File: config.mk
export PLATFORM = sky130hd
export DESIGN_NAME = uart_rx_flat
export DESIGN_NICKNAME = d
export VERILOG_FILES = /design/src/rtl/uart_rx_if.sv /design/src/rtl/uart_rx.sv /design/src/flat_wrapper.sv
export SDC_FILE = /design/constraint.sdc
export NUM_CORES = 1
export LEC_CHECK = 0
export ABC_CLOCK_PERIOD_IN_PS = 4900
export BUFFER_PORTS_ARGS = -buffer_cell sky130_fd_sc_hd__buf_2
export CORE_UTILIZATION = 45
export DETAILED_ROUTE_END_ITERATION = 7
export PLACE_DENSITY = 0.72
export SYNTH_ARGS = -nofsm -noshare
export SYNTH_HDL_FRONTEND = slang
export SYNTH_SLANG_ARGS = --single-unit
File: constraint.sdc
create_clock -name clk -period 4.9 [get_ports clk]
set_input_delay 1.47 -clock clk [delete_from_list [all_inputs] [get_ports clk]]
set_output_delay 1.47 -clock clk [all_outputs]
set_load 0.01 [all_outputs]
File: src/rtl/uart_rx_if.sv
// uart_rx_if: serial line into the receiver, received word and status back out.
interface uart_rx_if #(
  parameter int unsigned DATA_W = 8
);
  logic              serial_in;
  logic [DATA_W-1:0] received_data;
  logic              data_is_valid;
  logic              rx_error;
  logic              o_busy;

  // Line driver / word consumer side
  modport master (
    output serial_in,
    input  received_data,
    input  data_is_valid,
    input  rx_error,
    input  o_busy
  );

  // Receiver side
  modport slave (
    input  serial_in,
    output received_data,
    output data_is_valid,
    output rx_error,
    output o_busy
  );
endinterface

File: src/rtl/uart_rx.sv
// uart_rx: UART receiver. Start bit, INPUT_DATA_WIDTH data bits LSB first,
// optional parity bit, one stop bit. Mid-bit sampling from a phase counter,
// parity and framing checks, one-cycle valid/error pulses.
// Optional feature: define UART_RX_MAJORITY_VOTE_EN to decide each bit by a
// 2-of-3 vote around mid-bit (all sample points move one cycle later).
module uart_rx #(
  parameter int unsigned INPUT_DATA_WIDTH = 8,
  parameter int unsigned PARITY_ENABLED   = 1,
  parameter int unsigned PARITY_TYPE      = 0,
  parameter int unsigned CLOCKS_PER_BIT   = 8
) (
  input logic      clk,
  input logic      reset,
  uart_rx_if.slave bus
);

  localparam int unsigned NUMBER_OF_BITS = INPUT_DATA_WIDTH + PARITY_ENABLED + 2;
  localparam int unsigned BIT_W          = $clog2(NUMBER_OF_BITS);
  localparam int unsigned PHASE_W        = $clog2(CLOCKS_PER_BIT);
  localparam int unsigned HALF           = CLOCKS_PER_BIT / 2;

  // phase_q holds the value before an edge; it is 0 during the cycle after
  // detection, so the edge where phase_q == HALF-1 lies HALF cycles after it.
  localparam logic [PHASE_W-1:0] PHASE_LAST = PHASE_W'(CLOCKS_PER_BIT - 1);
`ifdef UART_RX_MAJORITY_VOTE_EN
  localparam logic [PHASE_W-1:0] PHASE_V0     = PHASE_W'(HALF - 2);
  localparam logic [PHASE_W-1:0] PHASE_V1     = PHASE_W'(HALF - 1);
  localparam logic [PHASE_W-1:0] PHASE_DECIDE = PHASE_W'(HALF);
`else
  localparam logic [PHASE_W-1:0] PHASE_DECIDE = PHASE_W'(HALF - 1);
`endif
  localparam logic [BIT_W-1:0] LAST_DATA_BIT = BIT_W'(INPUT_DATA_WIDTH - 1);

  typedef enum logic [2:0] {
    S_IDLE,
    S_START,
    S_DATA,
    S_PARITY,
    S_STOP,
    S_BREAK
  } state_e;

  state_e                      state_q, state_d;
  logic [2:0]                  sync_q, sync_d;
  logic [PHASE_W-1:0]          phase_q, phase_d;
  logic [BIT_W-1:0]            bit_cnt_q, bit_cnt_d;
  logic [INPUT_DATA_WIDTH-1:0] shift_q, shift_d;
  logic                        par_err_q, par_err_d;
  logic [INPUT_DATA_WIDTH-1:0] received_data_q, received_data_d;
  logic                        data_is_valid_q, data_is_valid_d;
  logic                        rx_error_q, rx_error_d;
  logic                        o_busy_q, o_busy_d;
`ifdef UART_RX_MAJORITY_VOTE_EN
  logic [1:0]                  vote_q, vote_d;
`endif

  logic                        serial_in_synced;
  logic                        sample_tick;
  logic                        bit_val;
  logic                        par_exp;
  logic [INPUT_DATA_WIDTH:0]   shift_in;

  assign serial_in_synced = sync_q[2];

  // Next-state, datapath and output pulses
  always_comb begin
    state_d         = state_q;
    sync_d          = {sync_q[1:0], bus.serial_in};
    phase_d         = phase_q;
    bit_cnt_d       = bit_cnt_q;
    shift_d         = shift_q;
    par_err_d       = par_err_q;
    received_data_d = received_data_q;
    data_is_valid_d = 1'b0;
    rx_error_d      = 1'b0;

    sample_tick = (state_q != S_IDLE) && (phase_q == PHASE_DECIDE);
`ifdef UART_RX_MAJORITY_VOTE_EN
    vote_d = vote_q;
    if (phase_q == PHASE_V0) vote_d[0] = serial_in_synced;
    if (phase_q == PHASE_V1) vote_d[1] = serial_in_synced;
    bit_val = (vote_q[0] & vote_q[1]) | (vote_q[0] & serial_in_synced) |
              (vote_q[1] & serial_in_synced);
`else
    bit_val = serial_in_synced;
`endif
    par_exp  = (^shift_q) ^ 1'(PARITY_TYPE);
    shift_in = {bit_val, shift_q};

    if (state_q != S_IDLE) begin
      phase_d = (phase_q == PHASE_LAST) ? '0 : phase_q + 1'b1;
    end

    case (state_q)
      S_IDLE: begin
        phase_d   = '0;
        bit_cnt_d = '0;
        if (!serial_in_synced) state_d = S_START;
      end
      S_START: begin
        if (sample_tick) begin
          if (bit_val) begin
            state_d = S_IDLE;
          end else begin
            state_d   = S_DATA;
            bit_cnt_d = '0;
            par_err_d = 1'b0;
          end
        end
      end
      S_DATA: begin
        if (sample_tick) begin
          shift_d   = shift_in[INPUT_DATA_WIDTH:1];
          bit_cnt_d = bit_cnt_q + 1'b1;
          if (bit_cnt_q == LAST_DATA_BIT) begin
            state_d = (PARITY_ENABLED != 0) ? S_PARITY : S_STOP;
          end
        end
      end
      S_PARITY: begin
        if (sample_tick) begin
          par_err_d = (bit_val != par_exp);
          state_d   = S_STOP;
        end
      end
      S_STOP: begin
        if (sample_tick) begin
          received_data_d = shift_q;
          data_is_valid_d = 1'b1;
          rx_error_d      = par_err_q | ~bit_val;
          state_d         = bit_val ? S_IDLE : S_BREAK;
        end
      end
      S_BREAK: begin
        // Hold off until the line is released so a stuck-low line is one frame
        if (serial_in_synced) state_d = S_IDLE;
      end
      default: state_d = S_IDLE;
    endcase

    o_busy_d = (state_d != S_IDLE);
  end

  // State and output registers, synchronous reset
  always_ff @(posedge clk) begin
    if (reset) begin
      state_q         <= S_IDLE;
      sync_q          <= '1;
      phase_q         <= '0;
      bit_cnt_q       <= '0;
      shift_q         <= '0;
      par_err_q       <= 1'b0;
      received_data_q <= '0;
      data_is_valid_q <= 1'b0;
      rx_error_q      <= 1'b0;
      o_busy_q        <= 1'b0;
`ifdef UART_RX_MAJORITY_VOTE_EN
      vote_q          <= '1;
`endif
    end else begin
      state_q         <= state_d;
      sync_q          <= sync_d;
      phase_q         <= phase_d;
      bit_cnt_q       <= bit_cnt_d;
      shift_q         <= shift_d;
      par_err_q       <= par_err_d;
      received_data_q <= received_data_d;
      data_is_valid_q <= data_is_valid_d;
      rx_error_q      <= rx_error_d;
      o_busy_q        <= o_busy_d;
`ifdef UART_RX_MAJORITY_VOTE_EN
      vote_q          <= vote_d;
`endif
    end
  end

  assign bus.received_data = received_data_q;
  assign bus.data_is_valid = data_is_valid_q;
  assign bus.rx_error      = rx_error_q;
  assign bus.o_busy        = o_busy_q;

endmodule

File: src/flat_wrapper.sv
// flat-port wrapper written by rule: the top's interface ports become plain ports
module uart_rx_flat 
#(
  parameter int unsigned INPUT_DATA_WIDTH = 8,
  parameter int unsigned PARITY_ENABLED   = 1,
  parameter int unsigned PARITY_TYPE      = 0,
  parameter int unsigned CLOCKS_PER_BIT   = 8
)
  (clk, reset, bus_serial_in, bus_received_data, bus_data_is_valid, bus_rx_error, bus_o_busy);
  uart_rx_if bus_i ();
  input logic clk;
  input logic reset;
  input wire logic [$bits(bus_i.serial_in)-1:0] bus_serial_in;
  output wire logic [$bits(bus_i.received_data)-1:0] bus_received_data;
  output wire logic [$bits(bus_i.data_is_valid)-1:0] bus_data_is_valid;
  output wire logic [$bits(bus_i.rx_error)-1:0] bus_rx_error;
  output wire logic [$bits(bus_i.o_busy)-1:0] bus_o_busy;
  assign bus_i.serial_in = bus_serial_in;
  assign bus_received_data = bus_i.received_data;
  assign bus_data_is_valid = bus_i.data_is_valid;
  assign bus_rx_error = bus_i.rx_error;
  assign bus_o_busy = bus_i.o_busy;
  uart_rx #(.INPUT_DATA_WIDTH(INPUT_DATA_WIDTH), .PARITY_ENABLED(PARITY_ENABLED), .PARITY_TYPE(PARITY_TYPE), .CLOCKS_PER_BIT(CLOCKS_PER_BIT)) u_core (.clk(clk), .reset(reset), .bus(bus_i));
endmodule
==> impl_metrics.tcl, run 1 <==
set metrics [dict create \
    crit_slowest_cell "dfxtp_1" \
    hold_class "flop to flop" \
    synth-edff-count 0 \
    die_h_um 59.0 \
    cp_slowest_stage_delay_ns 0.35 \
    p_per_area_mw_per_mm2 268 \
    core_area_mm2 0.00308 \
    crit_arrival_ns 0.81 \
    antenna_left 0 \
    wl_um 2620 \
    cp_max_fo 2 \
    clkPwrFrac_pct 32.5 \
    switching_share_pct 22.9 \
    area_growth_pct 7.71 \
    cts_setup_buffers 0 \
    drive_gt1_share_pct 16.6 \
    p_leak_nw 0.623 \
    initial_core_util_pct 47.4 \
    grt_pass1_wl_um 4640 \
    maxCapViolCount 0 \
    switchingPower_mw 0.0966 \
    die_w_um 59.0 \
    power.internal_mw 0.325 \
    drt_iter0_markers 50 \
    fin_crit_ns 2.28 \
    grt_pass1_vias 1077 \
    syn_area_mm2 0.00146 \
    comb_power_share_pct 2.9 \
    grt_max_degree 30 \
    grt_setup_unrepaired "false" \
    postSynthCellCount 165 \
    row_count 20 \
    synthFlopType "dfxtp_1" \
    synth.distinct_cells 43 \
    vias_per_cell 5.26 \
    synthArstFlopShare_pct 0 \
    yosysTopAreaCell "dfxtp_1" \
    tightest_slew_ns 0.624 \
    cts_buffer_depth 2 \
    pin_count 14 \
    ctsHtreeMaxLevel 2 \
    cp_num_buf_inv 1 \
    antenna_found_initial 0 \
    crit_path_cell_trace "buf_2" \
    dp.cells 213 \
    grt.total_usage_pct 18.2 \
    grt_overflow_total 0 \
    clock_tree.root_cell "clkbuf_4" \
    worstSetupPathType "flop to output port" \
    cts_hold_buf 0 \
    crit_start "u_core.bus.received_data[3]$_SDFFE_PP0P_" \
    ir_drop_mv 0.121 \
    critPathRequiredTime_ns 3.43 \
    finalWorstSetupSlack_ns 2.62 \
    worstSetupEndpointType "output port" \
    synthTopCellsByArea "dfxtp_1 45%, nand2_1 9.8%, a21oi_1 7.5%" \
    clk_latency_ns 0.33 \
    clk_pin_slew_worst_paths_ns 0.09 \
    clock_sinks 33 \
    fin_crit_sh_pct 46.6 \
    synth-seq-area-share_pct 45.2 \
    placed_area_mm2 0.00153 \
    die-area_mm2 0.00348 \
    crit_family "flip-flops" \
    postSynthAreaPerCell_um2 8.85 \
    cts-resized-gates 0 \
    ys_warn_count 0 \
    drcViolationCount 0 \
    final.setup.tns_ns 0 \
    pwr-share-seq_pct 64.6 \
    drv_slew 0 \
    dp_hpwl_um 1830 \
    finalNonFillerCells 219 \
    place_congestion 0.741 \
    cts_tree "yes" \
    fillers 293 \
    drt-wirelength-per-cell_um 11.9 \
    fin_worst_skew_ns 0.00742 \
    synth_top_area_share_pct 45.2 \
    finalSetupViolations 0 \
    final_net_count 183 \
    hold_viol 0 \
    io_buffers 13 \
    syn_nets 172 \
    power.total_mw 0.421 \
    min-delay-start "u_core.sync_q[1]$_SDFF_PP1_" \
    firstDrtPassIters 4 \
    outcome "completed" \
    pre_cts_slack_ns 2.45 \
    final_cell_area_mm2 0.00157 \
    reg2reg_from "u_core.phase_q[0]$_SDFFE_PP0N_" \
    slew_headroom_pct 58.3 \
    start_kind "flop" \
    fmax_mhz 438 \
    yosys_register_bits 33 \
    cts_buffers 5 \
    antenna_cells 0 \
    vias 1151 \
]
## layout by cell type (no fill, tap or decap), drive strengths merged, types with 4 or more instances in the layout
| cell type | n |
|---|---|
| dfxtp | 33 |
| ha | 4 |
| buf | 13 |
| inv | 5 |
| o21ai | 4 |
| nand2 | 38 |
| nor3 | 4 |
| a21oi | 22 |
| nor2 | 5 |
| clkbuf | 5 |
## cell usage after synthesis, drive strengths merged (3+ instances only)
library cell  count
inv               5
o21ai             4
nand2            38
or2               3
nand2b            3
nor3              4
nor2              5
o31ai             3
buf               5
a21oi            22
ha                4
dfxtp            33
clkbuf            4
nand3             3
## path summary, 6_finish.rpt
path	endpoint	cells after the start	slack, ns
max	bus_received_data[3]	1	2.62
min	u_core.sync_q[2]$_SDFF_PP1_	1	0.42
max reg2reg	u_core.bit_cnt_q[3]$_SDFFE_PP0P_	6	2.91
min reg2reg	u_core.sync_q[2]$_SDFF_PP1_	1	0.42
## worst reg2reg max path: stages (launching register included)
cell,delay [ns]
dfxtp_1,0.35
ha_1,0.18
ha_1,0.45
nor2b_1,0.11
a2bb2oi_2,0.19
or4_1,0.50
a21oi_1,0.16
## cells by family after synthesis
group | synth area share, %
fa+ha+maj | 3.43
buf+inv | 4.71
mux | 0.686
simple gates | 25.9
xor+xnor | 4.88
flops | 45.2
compound gates | 15.2
## stage by stage
stage / util [%] / hold slack [ns]
after floorplan: - / 0.389
after global placement: 49.7 / 0.395
after detailed placement: 49.7 / 0.396
after CTS: 51.1 / 0.418
after global routing: 51.1 / 0.449
final: 51.1 / 0.417
## state kept, by name, indices dropped and copies added, names as in the netlist
register,cells
u_core.phase_q,3
u_core.bus.data_is_valid,1
u_core.state_q,3
u_core.bit_cnt_q,4
u_core.sync_q,3
u_core.bus.received_data,8
u_core.bus.rx_error,1
u_core.bus.o_busy,1
u_core.shift_q,8
u_core.par_err_q,1
## power by group through the flow
stage                     Combinational [mW]  Sequential, mW  Clock [mW]
after global placement                0.0117           0.278           0
after global routing                  0.0139           0.272       0.148
after detailed placement              0.0122           0.278           0
after CTS                             0.0122           0.272       0.138
after floorplan                       0.0102           0.277           0
final                                 0.0121           0.272       0.137
## layer usage
metal	up-vias	GRT usage (%)	share of wire, %
li1	584	-	-
met1	541	20.9	46
met2	19	30.5	49
met3	7	4.62	3.1
met4	0	10.2	2.2
met5	-	0	0
## area by class of cell
type | count | area (um^2) | share of cell area (%)
Clock buffer | 5 | 37.5 | 2.39
Tap cell | 44 | 55.1 | 3.50
Inverter | 5 | 18.8 | 1.19
Sequential cell | 33 | 661 | 42.0
Multi-Input combinational cell | 118 | 731 | 46.5
Timing Repair Buffer | 13 | 65.1 | 4.14
Clock inverter | 1 | 5.00 | 0.318
Power figures use the tool's default switching activity.
==> run 2: changes to the inputs <==
Settings changed: ABC_CLOCK_PERIOD_IN_PS 4900 to 2190.
Clock period 4.9 ns to 2.19 ns, I/O delays scaled along.
==> run 2 against run 1 <==
  * Clock-buffer cell count rose by 2
  * Die area did not move
  * Wire length rose by 0.80%
  * Global-route usage fell by 0.97 points
  * First-iteration DRC count fell by 40%
  * Clock power rose to 3.4 times the previous value
  * Design area rose by 2.7%
  * Sequential share of layout area fell by 1.1 points
  * Critical path type is now flop to flop
  * Hold slack got worse by 0.0020 ns
  * Cell count rose by 0.91%
  * Non-clock buffer count did not move
  * Sequential power rose by 120%
  * Largest power group unchanged
==> impl_metrics.tcl, run 2 (synthesized netlist as in run 1, its figures left out) <==
set metrics [dict create \
    drt-wirelength-per-cell_um 11.9 \
    final.setup.tns_ns 0 \
    ctsHtreeMaxLevel 2 \
    outcome "completed" \
    clock_tree.root_cell "clkbuf_4" \
    clk_latency_ns 0.33 \
    grt.total_usage_pct 17.2 \
    vias 1135 \
    die-area_mm2 0.00348 \
    hold_viol 0 \
    layout_commonest_cell "nand2_1" \
    cts_hold_buf 0 \
    drcViolationCount 0 \
    critPathRequiredTime_ns 2.45 \
    area_growth_pct 10.6 \
    worstSetupPathType "flop to flop" \
    antenna_cells 0 \
    cts_buffer_depth 2 \
    cts_setup_buffers 0 \
    start_kind "flop" \
    cts-resized-gates 0 \
    die_w_um 59.0 \
    initial_core_util_pct 47.4 \
    cts_tree "yes" \
    finalSetupViolations 0 \
    row_count 20 \
    tightest_slew_ns 0.625 \
    die_h_um 59.0 \
    layout_common_cells "38 x nand2_1, 33 x dfxtp_1, 22 x a21oi_1" \
    p_per_area_mw_per_mm2 681 \
    grt_pass1_wl_um 4440 \
    power.total_mw 1.10 \
    dp_hpwl_um 1810 \
    antenna_left 0 \
    grt_pass1_vias 1044 \
    cp_max_fo 13 \
    ir_drop_mv 0.343 \
    fillers 291 \
    vias_per_cell 5.14 \
    pin_count 14 \
    fmax_mhz 503 \
    clk_pin_slew_worst_paths_ns 0.09 \
    crit_arrival_ns 2.25 \
    maxCapViolCount 0 \
    core_area_mm2 0.00308 \
    drt_iter0_markers 30 \
    fin_worst_skew_ns 0.00975 \
    place_congestion 0.826 \
    fin_crit_ns 1.99 \
    clock_sinks 33 \
    drv_slew 0 \
    io_buffers 13 \
    hold_class "flop to flop" \
    final_net_count 183 \
    fin_crit_sh_pct 90.7 \
    grt_overflow_total 0 \
    worstSetupEndpointType "flop" \
    firstDrtPassIters 4 \
    antenna_found_initial 0 \
    slew_headroom_pct 58.3 \
    grt_max_degree 30 \
    wl_um 2640 \
    grt_setup_unrepaired "false" \
    drive_gt1_share_pct 16.9 \
    p_leak_nw 0.642 \
    cts_buffers 5 \
]
run 2: cell types whose count changed in the layout (fill, tap and decap cells not counted), sizes merged:
cell    previous run  this run
clkinv             1         0
bufinv             0         1
clkbuf             5         7
run 2: metal layers:
metal	global-route usage [%]	routed length, um
met1	21.4	1220
met3	5.93	127
met4	6.12	38
met2	27.6	1250
met5	0	0
run 2: report_power, final:
part           switching (mW)  total (mW)  internal, mW
clock                   0.191       0.464         0.273
sequential            0.00470       0.609         0.604
combinational          0.0166      0.0276        0.0110
run 2: layout make-up:
cell class / count / area (um^2) / area share [%]
multi-input cells: 118 / 731 / 45.2
clock inverters: 1 / 30.0 / 1.86
repair buffers: 13 / 65.1 / 4.03
inverters: 5 / 18.8 / 1.16
well taps: 44 / 55.1 / 3.41
flip-flops and latches: 33 / 661 / 40.9
clock buffers: 7 / 55.1 / 3.41
run 2: critical path, cell delays in order (launching register included):
cell       delay [ns]
dfxtp_1          0.35
ha_1             0.18
ha_1             0.45
nor2b_1          0.11
a2bb2oi_2        0.19
or4_1            0.49
a21oi_1          0.16
run 2: path summary, 6_finish.rpt:
check	startpoint	end	slack, ns	cells after the start
worst max-delay path	u_core.phase_q[0]$_SDFFE_PP0N_	u_core.bit_cnt_q[3]$_SDFFE_PP0P_	0.20	6
worst min-delay path	u_core.sync_q[1]$_SDFF_PP1_	u_core.sync_q[2]$_SDFF_PP1_	0.42	1
worst max register to register	u_core.phase_q[0]$_SDFFE_PP0N_	u_core.bit_cnt_q[3]$_SDFFE_PP0P_	0.20	6
worst min register to register	u_core.sync_q[1]$_SDFF_PP1_	u_core.sync_q[2]$_SDFF_PP1_	0.42	1
run 2: per-stage QoR:
stage	cells	cell area, um^2	hold slack (ns)	utilization, %	setup WS [ns]
2_1_floorplan	165	1460	0.389	-	0.648
5_1_grt	221	1620	0.445	52.5	0.0433
3_5_place_dp	213	1530	0.397	49.7	0.234
4_1_cts	221	1620	0.420	52.5	0.220
3_3_place_gp	213	1530	0.392	49.7	0.323
6_report	221	1620	0.415	52.5	0.203
==> run 3: changes to the inputs <==
Settings changed: BUFFER_PORTS_ARGS -buffer_cell sky130_fd_sc_hd__buf_2 to not set, DONT_BUFFER_PORTS set to 1, PLACE_DENSITY 0.72 to 0.69.
==> run 3 against run 2 <==
  * Hold slack worse by 0.032 ns
  * Combinational power is 38% lower
  * Non-clock buffer count is 13 lower
  * Cell count is 5.9% lower
  * Sequential cell count stayed put
  * Die area stayed put
  * Design area is 4.0% lower
  * Critical path type unchanged
  * Largest power group unchanged
==> impl_metrics.tcl, run 3 (synthesized netlist as in run 1, its figures left out) <==
set metrics [dict create \
    vias 1105 \
    reg2reg_depth 6 \
    outcome "completed" \
    cts_buffer_depth 2 \
    pre_cts_slack_ns 0.220 \
    antenna_cells 0 \
    core_area_mm2 0.00308 \
    hold_class "primary input to flop" \
    reg2reg_from "u_core.phase_q[0]$_SDFFE_PP0N_" \
    fillers 308 \
    fin_crit_ns 2.00 \
    clk_latency_ns 0.33 \
    cp_max_fo 13 \
    vias_per_cell 5.31 \
    fmax_mhz 500 \
    hold-worst-slack_ns 0.383 \
    antenna_found_initial 0 \
    final.setup.tns_ns 0 \
    crit_start "u_core.phase_q[0]$_SDFFE_PP0N_" \
    rr_endpoint "u_core.bit_cnt_q[3]$_SDFFE_PP0P_" \
    drcViolationCount 0 \
    place_congestion 0.809 \
    ctsHtreeMaxLevel 2 \
    dp_hpwl_um 1680 \
    worstSetupPathType "flop to flop" \
    die_h_um 59.0 \
    fin_crit_sh_pct 91.3 \
    cts_buffers 5 \
    die-area_mm2 0.00348 \
    worstSetupEndpoint "u_core.bit_cnt_q[3]$_SDFFE_PP0P_" \
    final_net_count 170 \
    area_growth_pct 6.17 \
    maxCapViolCount 0 \
    critPathRequiredTime_ns 2.45 \
    cts-resized-gates 0 \
    finalSetupViolations 0 \
    grt_pass1_vias 978 \
    drt-wirelength-per-cell_um 12.2 \
    drv_slew 0 \
    drt_iter0_markers 53 \
    grt_overflow_total 0 \
    hold_viol 0 \
    grt_pass1_wl_um 4400 \
    grt_max_degree 30 \
    initial_core_util_pct 47.4 \
    timing.critical_path.mode_cell "ha_1" \
    pin_count 14 \
    firstDrtPassIters 4 \
    p_leak_nw 0.573 \
    r2r_slack_ns 0.19 \
    crit_slowest_cell "or4_1" \
    cp_slowest_stage_delay_ns 0.50 \
    layout_common_cells "38 x nand2_1, 33 x dfxtp_1, 22 x a21oi_1" \
    regArea_um2 661 \
    multi_input_area_um2 731 \
    ir_drop_mv 0.359 \
    grt.total_usage_pct 17.1 \
    cts_setup_buffers 0 \
    start_kind "flop" \
    tightest_slew_ns 0.613 \
    slew_headroom_pct 59.1 \
    io_buffers 0 \
    antenna_left 0 \
    clock_sinks 33 \
    cts_hold_buf 0 \
    cts_tree "yes" \
    worstSetupEndpointType "flop" \
    final_util_pct 50.4 \
    clk_pin_slew_worst_paths_ns 0.10 \
    wl_um 2540 \
    p_per_area_mw_per_mm2 709 \
    finalWorstSetupSlack_ns 0.190 \
    crit_path_cell_trace "ha_1 > ha_1 > nor2b_1 > a2bb2oi_2 > or4_1 > a21oi_1" \
    row_count 20 \
    layout_commonest_cell "nand2_1" \
    drive_gt1_share_pct 10.4 \
    power.total_mw 1.10 \
    crit_arrival_ns 2.26 \
    grt_setup_unrepaired "false" \
    clock_tree.root_cell "clkbuf_4" \
    fin_worst_skew_ns 0.00622 \
    die_w_um 59.0 \
]
-- run 3: cell count changes in the layout (fill, tap and decap cells not counted) --
cell	delta
buf_2	-13
-- run 3: through the flow --
stage	cells	instance area, um^2
floorplan	165	1460
global placement	200	1470
detailed placement	200	1470
CTS	208	1550
global route	208	1550
finish	208	1550
-- run 3: power breakdown --
group	switching [mW]	internal, mW	total [mW]
clock network	0.200	0.273	0.473
logic	0.00790	0.00933	0.0172
registers	0.00505	0.604	0.609
total	0.213	0.886	1.10
-- run 3: final cells by class --
type                            instances  area share (%)
Tap cell                               44            3.55
Multi-Input combinational cell        118            47.1
Clock buffer                            7            3.55
Inverter                                5            1.21
Sequential cell                        33            42.6
Clock inverter                          1            1.94
-- run 3: per-layer routing --
layer  part of all wire, %  track usage (%)
met1                    47             22.5
met5                     0                0
met3                   4.3             6.81
met2                    48             25.2
met4                   1.3             6.12
-- run 3: how the worst min path moves through the flow --
stage	start	endpoint	cells after the start
floorplan	u_core.sync_q[0]$_SDFF_PP1_	u_core.sync_q[1]$_SDFF_PP1_	1
global placement	u_core.sync_q[1]$_SDFF_PP1_	u_core.sync_q[2]$_SDFF_PP1_	1
detailed placement	u_core.sync_q[0]$_SDFF_PP1_	u_core.sync_q[1]$_SDFF_PP1_	1
CTS	reset	u_core.state_q[2]$_SDFF_PP0_	1
global route	reset	u_core.bus.received_data[7]$_SDFFE_PP0P_	1
finish	reset	u_core.bus.received_data[7]$_SDFFE_PP0P_	1
-- run 3: critical path: cells and delay by family, from the launching register on --
| family | cells | cell delay (ns) |
|---|---|---|
| adder cells (fa/ha/maj) | 2 | 0.64 |
| AND/OR/NAND/NOR | 2 | 0.62 |
| flip-flops | 1 | 0.36 |
| AO/OA/AOI/OAI | 2 | 0.33 |
